`src/rtl/mips_mc_core.sv`:
```
// Multicycle MIPS core: FETCH/DECODE/EXEC/MEM/WB over req/ack instruction and data ports.
// Define MIPS_MC_PERF_EN to add the cycleCnt/instCnt performance counter outputs.
module mips_mc_core #(
  parameter int              DATA_W   = 32,
  parameter int              PC_W     = 32,
  parameter int              REG_NUM  = 32,
  parameter logic [PC_W-1:0] RESET_PC = '0
) (
  input  logic              clk,
  input  logic              rst,
  output logic              instReq,
  output logic [PC_W-1:0]   instAddr,
  input  logic [31:0]       instData,
  input  logic              instAck,
  output logic              dataReq,
  output logic              dataWe,
  output logic [PC_W-1:0]   dataAddr,
  output logic [DATA_W-1:0] dataWData,
  input  logic [DATA_W-1:0] dataRData,
  input  logic              dataAck,
  output logic              retire,
  output logic              illegal
`ifdef MIPS_MC_PERF_EN
  ,
  output logic [31:0]       cycleCnt,
  output logic [31:0]       instCnt
`endif
);

  localparam int              RA_W     = $clog2(REG_NUM);
  localparam logic [RA_W-1:0] LINK_REG = RA_W'(REG_NUM - 1);
  localparam logic [PC_W-1:0] J_MASK   = PC_W'(32'h0FFF_FFFF);

  typedef enum logic [2:0] {FETCH, DECODE, EXEC, MEM, WB} state_t;
  typedef enum logic [2:0] {K_ALU, K_LD, K_ST, K_CTL, K_ILL} kind_t;

  state_t state, stateNext;
  kind_t  kind;

  logic [31:0]       ir;
  logic [PC_W-1:0]   pc, pcPlus4, brTgt, jTgt, ctlPc;
  logic [DATA_W-1:0] regA, regB, immExt, aluOut, aluRes;
  logic [DATA_W-1:0] gpr [REG_NUM];
  logic [RA_W-1:0]   rs, rt, rd, dst, wbDst;
  logic [5:0]        opcode, funct;
  logic [4:0]        shamt;
  logic              wbEn, link;

  assign opcode   = ir[31:26];
  assign funct    = ir[5:0];
  assign shamt    = ir[10:6] & 5'(DATA_W - 1);
  assign rs       = ir[21 +: RA_W];
  assign rt       = ir[16 +: RA_W];
  assign rd       = ir[11 +: RA_W];
  assign instAddr = pc;
  assign pcPlus4  = pc + PC_W'(4);
  assign brTgt    = pcPlus4 + (PC_W'($signed(ir[15:0])) << 2);
  assign jTgt     = (pcPlus4 & ~J_MASK) | (PC_W'({ir[25:0], 2'b00}) & J_MASK);

  // Instruction classification and ALU, evaluated on the latched IR/A/B during EXEC.
  always_comb begin
    kind   = K_ALU;
    aluRes = '0;
    dst    = rt;
    ctlPc  = pcPlus4;
    link   = 1'b0;
    case (opcode)
      6'h00: begin
        dst = rd;
        case (funct)
          6'h20, 6'h21: aluRes = regA + regB;
          6'h22, 6'h23: aluRes = regA - regB;
          6'h24:        aluRes = regA & regB;
          6'h25:        aluRes = regA | regB;
          6'h26:        aluRes = regA ^ regB;
          6'h2a:        aluRes = DATA_W'($signed(regA) < $signed(regB));
          6'h00:        aluRes = regB << shamt;
          6'h02:        aluRes = regB >> shamt;
          6'h08: begin
            kind  = K_CTL;
            ctlPc = PC_W'(regA);
          end
          default:      kind = K_ILL;
        endcase
      end
      6'h08, 6'h09: aluRes = regA + immExt;
      6'h0c:        aluRes = regA & immExt;
      6'h0d:        aluRes = regA | immExt;
      6'h0e:        aluRes = regA ^ immExt;
      6'h0f:        aluRes = immExt;
      6'h23:        kind = K_LD;
      6'h2b:        kind = K_ST;
      6'h04: begin
        kind = K_CTL;
        if (regA == regB) ctlPc = brTgt;
      end
      6'h05: begin
        kind = K_CTL;
        if (regA != regB) ctlPc = brTgt;
      end
      6'h02: begin
        kind  = K_CTL;
        ctlPc = jTgt;
      end
      6'h03: begin
        kind  = K_CTL;
        ctlPc = jTgt;
        link  = 1'b1;
      end
      default: kind = K_ILL;
    endcase
  end

  always_ff @(posedge clk or negedge rst) begin
    if (!rst) state <= FETCH;
    else      state <= stateNext;
  end

  always_comb begin
    stateNext = state;
    retire    = 1'b0;
    illegal   = 1'b0;
    case (state)
      FETCH:  if (instReq && instAck) stateNext = DECODE;
      DECODE: stateNext = EXEC;
      EXEC: begin
        illegal = (kind == K_ILL);
        case (kind)
          K_LD, K_ST: stateNext = MEM;
          K_CTL: begin
            retire    = 1'b1;
            stateNext = FETCH;
          end
          default:    stateNext = WB;
        endcase
      end
      MEM: begin
        if (dataReq && dataAck) begin
          if (dataWe) begin
            retire    = 1'b1;
            stateNext = FETCH;
          end else begin
            stateNext = WB;
          end
        end
      end
      WB: begin
        retire    = 1'b1;
        stateNext = FETCH;
      end
      default: stateNext = FETCH;
    endcase
  end

  // Request strobes are registered from the next state so they are clean and drop on reset.
  always_ff @(posedge clk or negedge rst) begin
    if (!rst) begin
      pc        <= RESET_PC;
      ir        <= '0;
      regA      <= '0;
      regB      <= '0;
      immExt    <= '0;
      aluOut    <= '0;
      wbDst     <= '0;
      wbEn      <= 1'b0;
      instReq   <= 1'b0;
      dataReq   <= 1'b0;
      dataWe    <= 1'b0;
      dataAddr  <= '0;
      dataWData <= '0;
      for (int i = 0; i < REG_NUM; i++) gpr[i] <= '0;
    end else begin
      instReq <= (stateNext == FETCH);
      dataReq <= (stateNext == MEM);
      case (state)
        FETCH: if (instReq && instAck) ir <= instData;
        DECODE: begin
          regA <= gpr[rs];
          regB <= gpr[rt];
          case (opcode)
            6'h0c, 6'h0d, 6'h0e: immExt <= DATA_W'(ir[15:0]);
            6'h0f:               immExt <= DATA_W'({ir[15:0], 16'h0000});
            default:             immExt <= DATA_W'($signed(ir[15:0]));
          endcase
        end
        EXEC: begin
          aluOut <= aluRes;
          wbDst  <= dst;
          wbEn   <= (kind == K_ALU) || (kind == K_LD);
          if (kind == K_CTL) pc <= ctlPc;
          if (link) gpr[LINK_REG] <= DATA_W'(pcPlus4);
          if (kind == K_LD || kind == K_ST) begin
            dataAddr  <= PC_W'(regA + immExt);
            dataWe    <= (kind == K_ST);
            dataWData <= regB;
          end
        end
        MEM: begin
          if (dataReq && dataAck) begin
            dataWe <= 1'b0;
            if (dataWe) pc <= pcPlus4;
            else        aluOut <= dataRData;
          end
        end
        WB: begin
          if (wbEn && wbDst != '0) gpr[wbDst] <= aluOut;
          pc <= pcPlus4;
        end
        default: ;
      endcase
    end
  end

`ifdef MIPS_MC_PERF_EN
  always_ff @(posedge clk or negedge rst) begin
    if (!rst) begin
      cycleCnt <= '0;
      instCnt  <= '0;
    end else begin
      cycleCnt <= cycleCnt + 32'd1;
      if (retire) instCnt <= instCnt + 32'd1;
    end
  end
`endif

endmodule

```
`config.mk`:
```
export PLATFORM = sky130hd
export DESIGN_NAME = mips_mc_core
export DESIGN_NICKNAME = d
export VERILOG_FILES = /design/src/rtl/mips_mc_core.sv
export SDC_FILE = /design/constraint.sdc
export NUM_CORES = 2
export LEC_CHECK = 0
export CELL_PAD_IN_SITES_DETAIL_PLACEMENT = 1
export CELL_PAD_IN_SITES_GLOBAL_PLACEMENT = 2
export CORE_UTILIZATION = 38
export DETAILED_ROUTE_END_ITERATION = 10
export GPL_TIMING_DRIVEN = 1
export PLACE_DENSITY_LB_ADDON = 0.05
export SETUP_SLACK_MARGIN = 0.2
export SLEW_MARGIN = 20
export SYNTH_ARGS = -nofsm -noshare
export SYNTH_HDL_FRONTEND = slang
export SYNTH_SLANG_ARGS = --single-unit
export TNS_END_PERCENT = 50
```
`constraint.sdc`:
```
create_clock -name clk -period 5.45 [get_ports clk]
set_clock_uncertainty 0.2 [all_clocks]
set_input_delay 1.09 -clock clk [delete_from_list [all_inputs] [get_ports clk]]
set_output_delay 1.09 -clock clk [all_outputs]
set_load 0.005 [all_outputs]
```
==> results.toml <==
[setup_path]
crit_path_start = "ir[1]"
path_cells = "nor2_2 > nand3_2 > and2_1 > nor2b_1 > a2111oi_0 > nor2_1 > clkdlybuf4s50_1"
startpoint_type = "register"
end_kind = "primary output"
crit_required_ps = 4160
worst_path_max_delay_cell = "dfrtp_2"
worstSetupPathType = "register to primary output"
worst_ep_arrival_time_ps = 3660
cp_top_family = "simple AND/OR/NAND/NOR gates"
max_stage_delay_ps = 520
critPathMaxFanout = 11
cp.buffers_inverters = 1
rr_startpoint = "regB[0]"

[sta]
period_minus_slack_ps = 4950
slew_violations = 0
hold_violations = 0
fin_setup_tns_ps = 0
grt_setup_unrepaired = "no"
worst_pin_slew_ps = 1240
setup_viol = 0
relSlewSlack_pct = 17.3
period_share_pct = 90.8
max_freq_ghz = 0.202

[power_and_ir_drop]
cellPowerDensity_mw_per_mm2 = 527
finalPower_w = 0.0477
max-vdd-ir-drop_mv = 0.440
leakagePower_nw = 40.2

[floorplan]
fp-row-count = 166
dieArea_mm2 = 0.209
fp.dieW_um = 457
start_util_pct = 38.4
die_h_um = 457
io_pins = 169
core_mm2 = 0.205

[status]
outcome = "completed"

[cts]
htreeDepth = 4
clkTransAtPathRegs_ps = 60
cts_buffers = 158
clockBufferDepth = 3
cts_root_buf = "clkbuf_16"
clk_latency_ps = 830
numClockSinks = 1292
cts_tree = "done"

[yosys]
netlist_area_mm2 = 0.0788
synth.largest_area_cell = "dfrtp_1"
synth_edf_count = 0
netlist.area_leader.share_pct = 41.0
netlist_instances = 6212
synthArstFlopShare_pct = 100
synth_cell_type_count = 99
synth_common_cells = "dfrtp_1 (1292), mux2_2 (1019), mux4_2 (712)"
synthesis.nets = 6494
synth_area_leaders = "dfrtp_1 (41%), mux4_2 (20%), mux2_2 (15%)"
synth.most_common_cell = "dfrtp_1"
seq_area_frac_synth_pct = 41.0
synth_area_per_cell_um2 = 12.7
yosysWarnings = 0
ys.flop_type = "dfrtp_1"
ys_ff_latch = 1292

[finish]
synthToLayoutAreaGrowth_pct = 14.8
final_layout_size_suffix_gt1_share_pct = 38.3
nNetsFinal = 6562
final_area_mm2 = 0.0905
final_util_pct = 44.1
fin_cells = 9111

[placed_design]
globalplace.congestion = 0.966
dpl_cell_area_mm2 = 0.0848
dp_hpwl_um = 238000
portBuffers = 168
dp.cells = 8805

[global_route]
grt_usage_pct = 33.0
grt_pass1_wl_um = 489000
grt_pass1_vias = 60118
grt_max_degree = 149
gr-total-overflow = 0
antenna_found_initial = 19

[hold_path]
hold_path.class = "register to register"
worstHoldStart = "gpr[1018]"

[detailed_routing]
via_per_inst = 6.35
via_count = 57853
wl_per_cell_um = 37.8
drc = 0
ant_nets = 0
wl_um = 345000
dr.pass1.iters = 7
drt_iter0_markers = 5346

[job]
maxCapViolCount = 0
[layout by cell type, fill, tap and decap left out, drive strengths merged, types with 31 or more instances in the layout]
master / instances
buf: 344
xnor2: 67
clkdlybuf4s50: 167
ha: 210
xor2: 46
a21oi: 250
nor2: 306
nand3: 50
a211oi: 48
and3: 34
mux2: 1019
a31oi: 31
o21ai: 282
clkinv: 42
a221oi: 33
mux2i: 124
nor3: 53
inv: 182
clkbuf: 221
nand2: 329
mux4: 714
a21o: 36
a22oi: 63
dfrtp: 1292
[where the power goes]
group          internal [W]  switching (W)
clock               0.00682        0.00467
combinational       0.00860         0.0144
sequential           0.0108        0.00245
total                0.0262         0.0215
[kinds of logic after synthesis]
logic type | share of synthesized area (%)
muxes | 36.5
DFF | 41.0
AOI/OAI and AO/OA | 8.42
and+or+nand+nor | 5.43
buffers and inverters | 3.89
adders and majority gates | 3.44
xor gates and xnor gates | 1.26
[repair_timing]
action | in CTS | in global routing
resized for setup | 0 | 2
hold buffers | 1 | 0
pin swaps | 1 | 0
endpoints found under the hold margin | 11 | 0
setup buffers | 2 | 0
setup endpoints to repair | 2 | 1
[stage by stage]
stage	hold slack [ps]	setup slack (ps)
6_report	192	503
3_3_place_gp	177	755
4_1_cts	197	70.9
2_1_floorplan	241	1370
5_1_grt	207	346
3_5_place_dp	184	717
[sequential cells by signal, summed over array words and instances (netlist names)]
register,flops
aluOut,32
dataAddr,32
dataReq,1
dataWData,32
dataWe,1
gpr,1024
immExt,32
instAddr,32
instReq,1
ir,32
regA,32
regB,32
state,3
wbDst,5
wbEn,1
[final cells by class]
cell class,instances,area (um^2)
clock inverter,72,1090
clock buffer,221,4550
antenna,10,25.0
multi-input combinational,4136,43600
sequential,1292,32400
timing repair buffer,512,4800
inverter,180,676
fill,20734,115000
tap,2688,3360
[final timing paths]
| path | slack, ps | to | cells past startpoint |
|---|---|---|---|
| max in group asynchronous | 2870 | gpr[909] | 4 |
| max reg2reg | 580 | aluOut[30] | 15 |
| min | 190 | gpr[1018] | 0 |
| max | 500 | illegal | 7 |
| min reg2reg | 190 | gpr[1018] | 0 |
| min in group asynchronous | 620 | dataAddr[30] | 2 |
[metal layers]
layer | routed length (um) | vias to the layer above | GRT usage (%) | share of wire (%)
met5 | 25 | - | 0 | 0.0072
met4 | 18000 | 4 | 15.3 | 5.2
met3 | 16600 | 585 | 4.13 | 4.8
met2 | 164000 | 1915 | 53.0 | 47
met1 | 147000 | 31620 | 44.7 | 43
li1 | - | 23729 | - | -
No activity file was read; power rests on OpenSTA's default activity.
